==> config.mk <==
export PLATFORM = sky130hd
export DESIGN_NAME = run_monitor
export DESIGN_NICKNAME = d
export VERILOG_FILES = /design/src/rtl/run_monitor.sv
export SDC_FILE = /design/constraint.sdc
export NUM_CORES = 1
export LEC_CHECK = 0
export BUFFER_PORTS_ARGS = -buffer_cell sky130_fd_sc_hd__buf_2
export CAP_MARGIN = 20
export CORE_MARGIN = 1
export CORE_UTILIZATION = 35
export DETAILED_ROUTE_END_ITERATION = 7
export PLACE_DENSITY = 0.65
export SLEW_MARGIN = 20
export SYNTH_ARGS = -nofsm -noshare
export SYNTH_HDL_FRONTEND = slang
export SYNTH_SLANG_ARGS = --single-unit
==> constraint.sdc <==
create_clock -name clk -period 2.6 [get_ports clk]
set_input_delay 0 -clock clk [delete_from_list [all_inputs] [get_ports clk]]
set_output_delay 0 -clock clk [all_outputs]
set_load 0.05 [all_outputs]
==> src/rtl/run_monitor.sv <==
// Job-issue and progress monitor: launches one job per reset session, counts
// datapath beats while the controller is busy, and reports done or beat-gap timeout.
module run_monitor #(
  parameter int unsigned CNT_W   = 8,
  parameter int unsigned TIMEOUT = 16
) (
  input  logic             clk,
  input  logic             reset,
  input  logic             cmd_valid,
  input  logic [CNT_W-1:0] cmd_len,
  output logic             cmd_ready,
  input  logic             beat_valid,
  input  logic             busy,
  output logic             start,
  output logic             done,
  output logic             error,
  output logic [CNT_W-1:0] beat_cnt,
  output logic             sts_done,
  output logic             sts_fail
);

  localparam int unsigned IDLE_W = $clog2(TIMEOUT);
  localparam logic [IDLE_W-1:0] IDLE_MAX = IDLE_W'(TIMEOUT - 1);

  typedef enum logic [2:0] {
    S_IDLE,
    S_ARM,
    S_WAIT,
    S_COUNT,
    S_DONE_HOLD,
    S_ERR_HOLD,
    S_FINISHED,
    S_FAILED
  } state_t;

  state_t             r_state;
  state_t             w_state_nxt;
  logic [CNT_W-1:0]   r_len;
  logic [CNT_W-1:0]   w_len_nxt;
  logic [IDLE_W-1:0]  r_idle_cnt;
  logic [IDLE_W-1:0]  w_idle_nxt;
  logic [CNT_W-1:0]   r_beat_cnt;
  logic [CNT_W-1:0]   w_beat_nxt;
  logic               r_cmd_ready;
  logic               r_start;
  logic               r_done;
  logic               r_error;
  logic               r_sts_done;
  logic               r_sts_fail;

  // Next-state and counter updates; the idle counter stops at IDLE_MAX because every state leaves there
  always_comb begin
    w_state_nxt = r_state;
    w_len_nxt   = r_len;
    w_idle_nxt  = r_idle_cnt;
    w_beat_nxt  = r_beat_cnt;
    case (r_state)
      S_IDLE: begin
        if (cmd_valid) begin
          w_len_nxt = cmd_len;
          if (cmd_len != '0) begin
            w_state_nxt = S_ARM;
          end
        end
      end
      S_ARM: begin
        w_idle_nxt  = '0;
        w_beat_nxt  = '0;
        w_state_nxt = S_WAIT;
      end
      S_WAIT: begin
        if (busy) begin
          w_idle_nxt  = '0;
          w_state_nxt = S_COUNT;
        end else if (r_idle_cnt == IDLE_MAX) begin
          w_state_nxt = S_FAILED;
        end else begin
          w_idle_nxt = r_idle_cnt + IDLE_W'(1);
        end
      end
      S_COUNT: begin
        if (!busy) begin
          w_state_nxt = S_FAILED;
        end else if (beat_valid) begin
          // A final beat on the expiry cycle still completes the job
          w_beat_nxt = r_beat_cnt + CNT_W'(1);
          w_idle_nxt = '0;
          if (w_beat_nxt == r_len) begin
            w_state_nxt = S_DONE_HOLD;
          end
        end else if (r_idle_cnt == IDLE_MAX) begin
          w_state_nxt = S_ERR_HOLD;
        end else begin
          w_idle_nxt = r_idle_cnt + IDLE_W'(1);
        end
      end
      S_DONE_HOLD: begin
        if (!busy) begin
          w_state_nxt = S_FINISHED;
        end
      end
      S_ERR_HOLD: begin
        if (!busy) begin
          w_state_nxt = S_FAILED;
        end
      end
      S_FINISHED: w_state_nxt = S_FINISHED;
      S_FAILED:   w_state_nxt = S_FAILED;
      default:    w_state_nxt = S_IDLE;
    endcase
  end

  // State register; outputs are registered decodes of the next state
  always_ff @(posedge clk or negedge reset) begin
    if (!reset) begin
      r_state     <= S_IDLE;
      r_len       <= '0;
      r_idle_cnt  <= '0;
      r_beat_cnt  <= '0;
      r_cmd_ready <= 1'b1;
      r_start     <= 1'b0;
      r_done      <= 1'b0;
      r_error     <= 1'b0;
      r_sts_done  <= 1'b0;
      r_sts_fail  <= 1'b0;
    end else begin
      r_state     <= w_state_nxt;
      r_len       <= w_len_nxt;
      r_idle_cnt  <= w_idle_nxt;
      r_beat_cnt  <= w_beat_nxt;
      r_cmd_ready <= (w_state_nxt == S_IDLE);
      r_start     <= (w_state_nxt == S_ARM);
      r_done      <= (w_state_nxt == S_DONE_HOLD);
      r_error     <= (w_state_nxt == S_ERR_HOLD);
      r_sts_done  <= r_sts_done | (w_state_nxt == S_FINISHED);
      r_sts_fail  <= r_sts_fail | (w_state_nxt == S_FAILED);
    end
  end

  assign cmd_ready = r_cmd_ready;
  assign start     = r_start;
  assign done      = r_done;
  assign error     = r_error;
  assign beat_cnt  = r_beat_cnt;
  assign sts_done  = r_sts_done;
  assign sts_fail  = r_sts_fail;

endmodule

After elaboration in Yosys (flattened, before gate mapping) --
Cells that the tools add are included.
Storage, ports and cells: register bits 29, input bits 13, output and inout port bits 14, logic and storage cells 57
Cells by class: add/subtract/negate cells 2, equal/unequal tests 16, multiplexer cells 19, bitwise gates (word level) 2, reduce and logical (&&, ||, !) cells 8
Operators with widths (number):
- two-way mux 3 bit | 10
- == test 3 bit, second input constant | 8
- case mux 3 bit (8 select lines) | 1
- two-way mux 4 bit | 4
- two-way mux 8 bit | 2
- case mux 8 bit (2 select lines) | 1
- case mux 4 bit (3 select lines) | 1
- adder 8 x 1 -> 8 bit, second input constant | 1
- == test 8 bit | 1
- nonzero test 8 bit | 1
- == test 3 x 1 -> 1 bit, second input constant | 2
- == test 3 x 2 -> 1 bit, second input constant | 2
- zero test 3 bit | 2
- adder 4 x 1 -> 4 bit, second input constant | 1
- == test 4 bit, second input constant | 1
- inequality test 2 bit, second input constant | 2
- AND reduction 2 bit | 2
- AND reduction 3 bit | 1
- nonzero test 3 bit | 1
- OR 1 bit | 2
- nonzero test 2 bit | 1

Depth between registers and ports, before layout --
depth after elaboration 8, depth in mapped cells 7, depth with buffers taken out 6

Least setup slack after synthesis --
OpenSTA, ideal clock, no wires.
kind register to register, start point register r_beat_cnt[0] (netlist: beat_cnt[0]), end point register r_done (netlist: done), setup time 80 ps, data arrival time 2322 ps, required time 2520 ps, setup slack 198 ps, stages on the path, launching flop included 7, buffers on the path 0, clock period less this slack 2402 ps, cells stage by stage dfrtp_1 > ha_1 > xor2_1 > a2111oi_4 > nand3_2 > or4_4 > o22ai_2
Between the ends: cells in the longest elaborated chain, start to end 7
Ends and longest elaborated chain:
- from (decl) | line 42 | logic [CNT_W-1:0] r_beat_cnt;
- from (signal assigned) | line 130 | r_beat_cnt <= w_beat_nxt;
- adder 8 x 1 -> 8 bit | line 86 | w_beat_nxt = r_beat_cnt + CNT_W'(1);
- == test 8 bit | line 88 | if (w_beat_nxt == r_len) begin
- two-way mux 3 bit | line 88
- two-way mux 3 bit | line 84 | end else if (beat_valid) begin
- two-way mux 3 bit | line 82 | if (!busy) begin
- case mux 3 bit (8 select lines) | line 57 | case (r_state)
- == test 3 bit | line 133 | r_done <= (w_state_nxt == S_DONE_HOLD);
- to (signal assigned) | line 133
- to (decl) | line 46 | logic r_done;
Every way passes these cells. A chain may end at the register's enable or synchronous reset.

Final worst setup path --
Ends and elaborated chain as after synthesis.

==> metrics.txt <==
MaxCap Viol Count 0; CP arrival 2400 ps; vias 1384; Final Critical Period 2195 ps; DRC Markers 1; Starting Density 37.47%; # setup viols final 0; Final WS setup 405.4 ps; Place WS 399.3 ps; cell leakage power 0.0008943 uW; met3 wire len 158 um; Vias per Instance 5.406; antenna violations before repair 0; global-route wire length before repair 6058 um; FF+latch area 726.9 um^2; Yosys top cell area share 41.79%; top cells by area, synth dfrtp_1 42%, mux2_2 6.0%, o21ai_0 3.9%; Skew-Pair Late Insertion Delay 280 ps; fmax 455.7 MHz; Met1 Wirelength 1794 um; CP startpoint kind flip-flop; Final GP Congestion 0.8048; Horiz. Die Dim 71.21 um; synthesized area 1677 um^2; Syn Inst Count 166; PostCTS Resize Cnt 0; clock skew 6.413 ps; synthesized area per cell 10.10 um^2; hpwl dp 2517 um; Fin. Hold Viols 0; IO Pins 27; Top Metal Used met4; Sink Count 29; Reg clk slew, reported paths 60 ps; Hold Path Class in2reg; Die Footprint 5071 um^2; status finished, violations left; Hold Buf Count CTS 9; total CTS buffers 5; Core ar. 4474 um^2; vias in the first global route 1285; Worst EP required 2800 ps; worst slew pin tran 652.8 ps; ant diodes 0; fin crit share 84.41%; Placed Cells 239; Peak VDD IR 0.3009 mV; Routed Antenna Nets 0; setup TNS 0 ps; input/output buffers 26; cell taking the most area after synthesis dfrtp_1; Iter 0 DRT Violations 64; CTS tree yes; fillers 452; Root Buffer clkbuf_8; PwrDens 605.9 nW/um^2; Post-synth ARST share 100.0%; CP max FO 7; Post-synth EDFFs 0; share of layout cells above drive strength 1 27.94%; Area Overhead vs Synth 20.60%; Die H 71.21 um; Clock Path Buffers 2; number of H-tree levels 2; total grt overflow 0; Multi-input gate area 870.8 um^2; Slew Viols, Final 0; largest net degree at the start of global routing 30; synth unique cells 51; GRT Total Usage 15.44%; WL per Instance 13.71 um; Syn Nets 181; WS Path Type reg2reg; RSZ-0062 raised after global routing false; metal2 WL 1503 um; non-filler cells, final 256; Yosys warnings 0; wirelength, routed 3509 um; sequential area share after synthesis 43.36%; drt first pass iters 6; Design Power 1225 uW; flops & latches, synth 29; FP Rows 24; failing checks design-rule violations; Slew headroom 56.48%; Post-CTS Setup Bufs 0; Final Net Count 218; Post-synth top flop dfrtp_1; Worst setup EP type flip-flop
## synth_stat cells (2+ instances only)
| cell | count |
|---|---|
| dfrtp_1 | 28 |
| nand2_1 | 14 |
| o21ai_0 | 13 |
| a21oi_1 | 9 |
| mux2_2 | 9 |
| nand3_1 | 8 |
| nor2_1 | 7 |
| inv_1 | 6 |
| xnor2_1 | 6 |
| nor4_1 | 5 |
| o31ai_1 | 5 |
| a21boi_0 | 4 |
| xor2_1 | 4 |
| nor2b_1 | 3 |
| and3_1 | 2 |
| buf_6 | 2 |
| clkbuf_1 | 2 |
| ha_1 | 2 |
| nand2b_1 | 2 |
| nor3b_1 | 2 |
| o21ai_1 | 2 |
| o22ai_1 | 2 |
## final timing paths
check	depth (start not counted)	to	slack, ps	start
worst min register to register	1	sts_done	460	sts_done
max in group asynchronous	2	sts_fail	1900	reset
worst min-delay path	2	error	90	busy
min in group asynchronous	2	sts_done	270	reset
worst max-delay path	6	done	410	beat_cnt[0]
worst max register to register	6	done	410	beat_cnt[0]
## cells in the final DEF (no fill, tap or decap), types with 3 or more instances in the layout
cell type and count:
a21boi_0 4, dfrtp_1 28, inv_1 6, nor4_1 5, xor2_1 4, a21oi_1 9
nor2_1 7, dlygate4sd3_1 9, clkbuf_8 7, nand2_1 14, buf_2 26, nand3_1 8
mux2_2 9, o31ai_1 5, o21ai_0 13, nor2b_1 3, xnor2_1 6
## layout make-up
type | instances | share of cell area [%]
clock buffer | 7 | 4.765
clock inverter | 1 | 0.2475
inverter | 6 | 1.114
multi-input combinational | 124 | 43.07
sequential | 29 | 35.95
tap | 52 | 3.218
timing repair buffer | 37 | 11.63
## sequential cells by signal, indices dropped and copies added, names as in the netlist
name	flops
beat_cnt	8
r_len	8
r_idle_cnt	4
r_state	3
cmd_ready	1
done	1
error	1
start	1
sts_done	1
sts_fail	1
## layer usage
layer,global-route usage (%),vias to the layer above
met4,6.667,0
met3,3.657,5
li1,-,688
met5,0,-
met1,22.32,650
met2,22.01,41
## cells by family (layout without fill, tap and decap cells)
group           Yosys count  in the layout  synth area share [%]
fa+ha+maj                 2              2                 1.492
flops                    29             29                 43.36
simple gates             55             55                 19.25
compound gates           47             47                 19.33
buf+inv                  13             51                 4.701
mux                      10             10                 6.642
xor+xnor                 10             10                 5.224
## metrics by stage
step	hold WS (ps)	util (%)	area [um^2]
3_5_place_dp	64.88	40.91	1831
3_3_place_gp	72.35	40.91	1831
2_1_floorplan	-295.6	-	1677
4_1_cts	80.63	45.19	2022
6_report	88.19	45.19	2022
5_1_grt	106.8	45.19	2022
## power by group
group          total [uW]  switching, uW  leakage (uW)  internal, uW
Clock                 408            170     0.0000542           239
Sequential            557           65.3      0.000370           492
Combinational         260            143      0.000470           117
## critical path, cell delays in order, from the launching register on
cell       delay [ps]
dfrtp_1           450
ha_1              340
xor2_1            170
a2111oi_4         330
nand3_2           110
or4_4             550
o22ai_2           160
(Power assumes the default switching activity.)
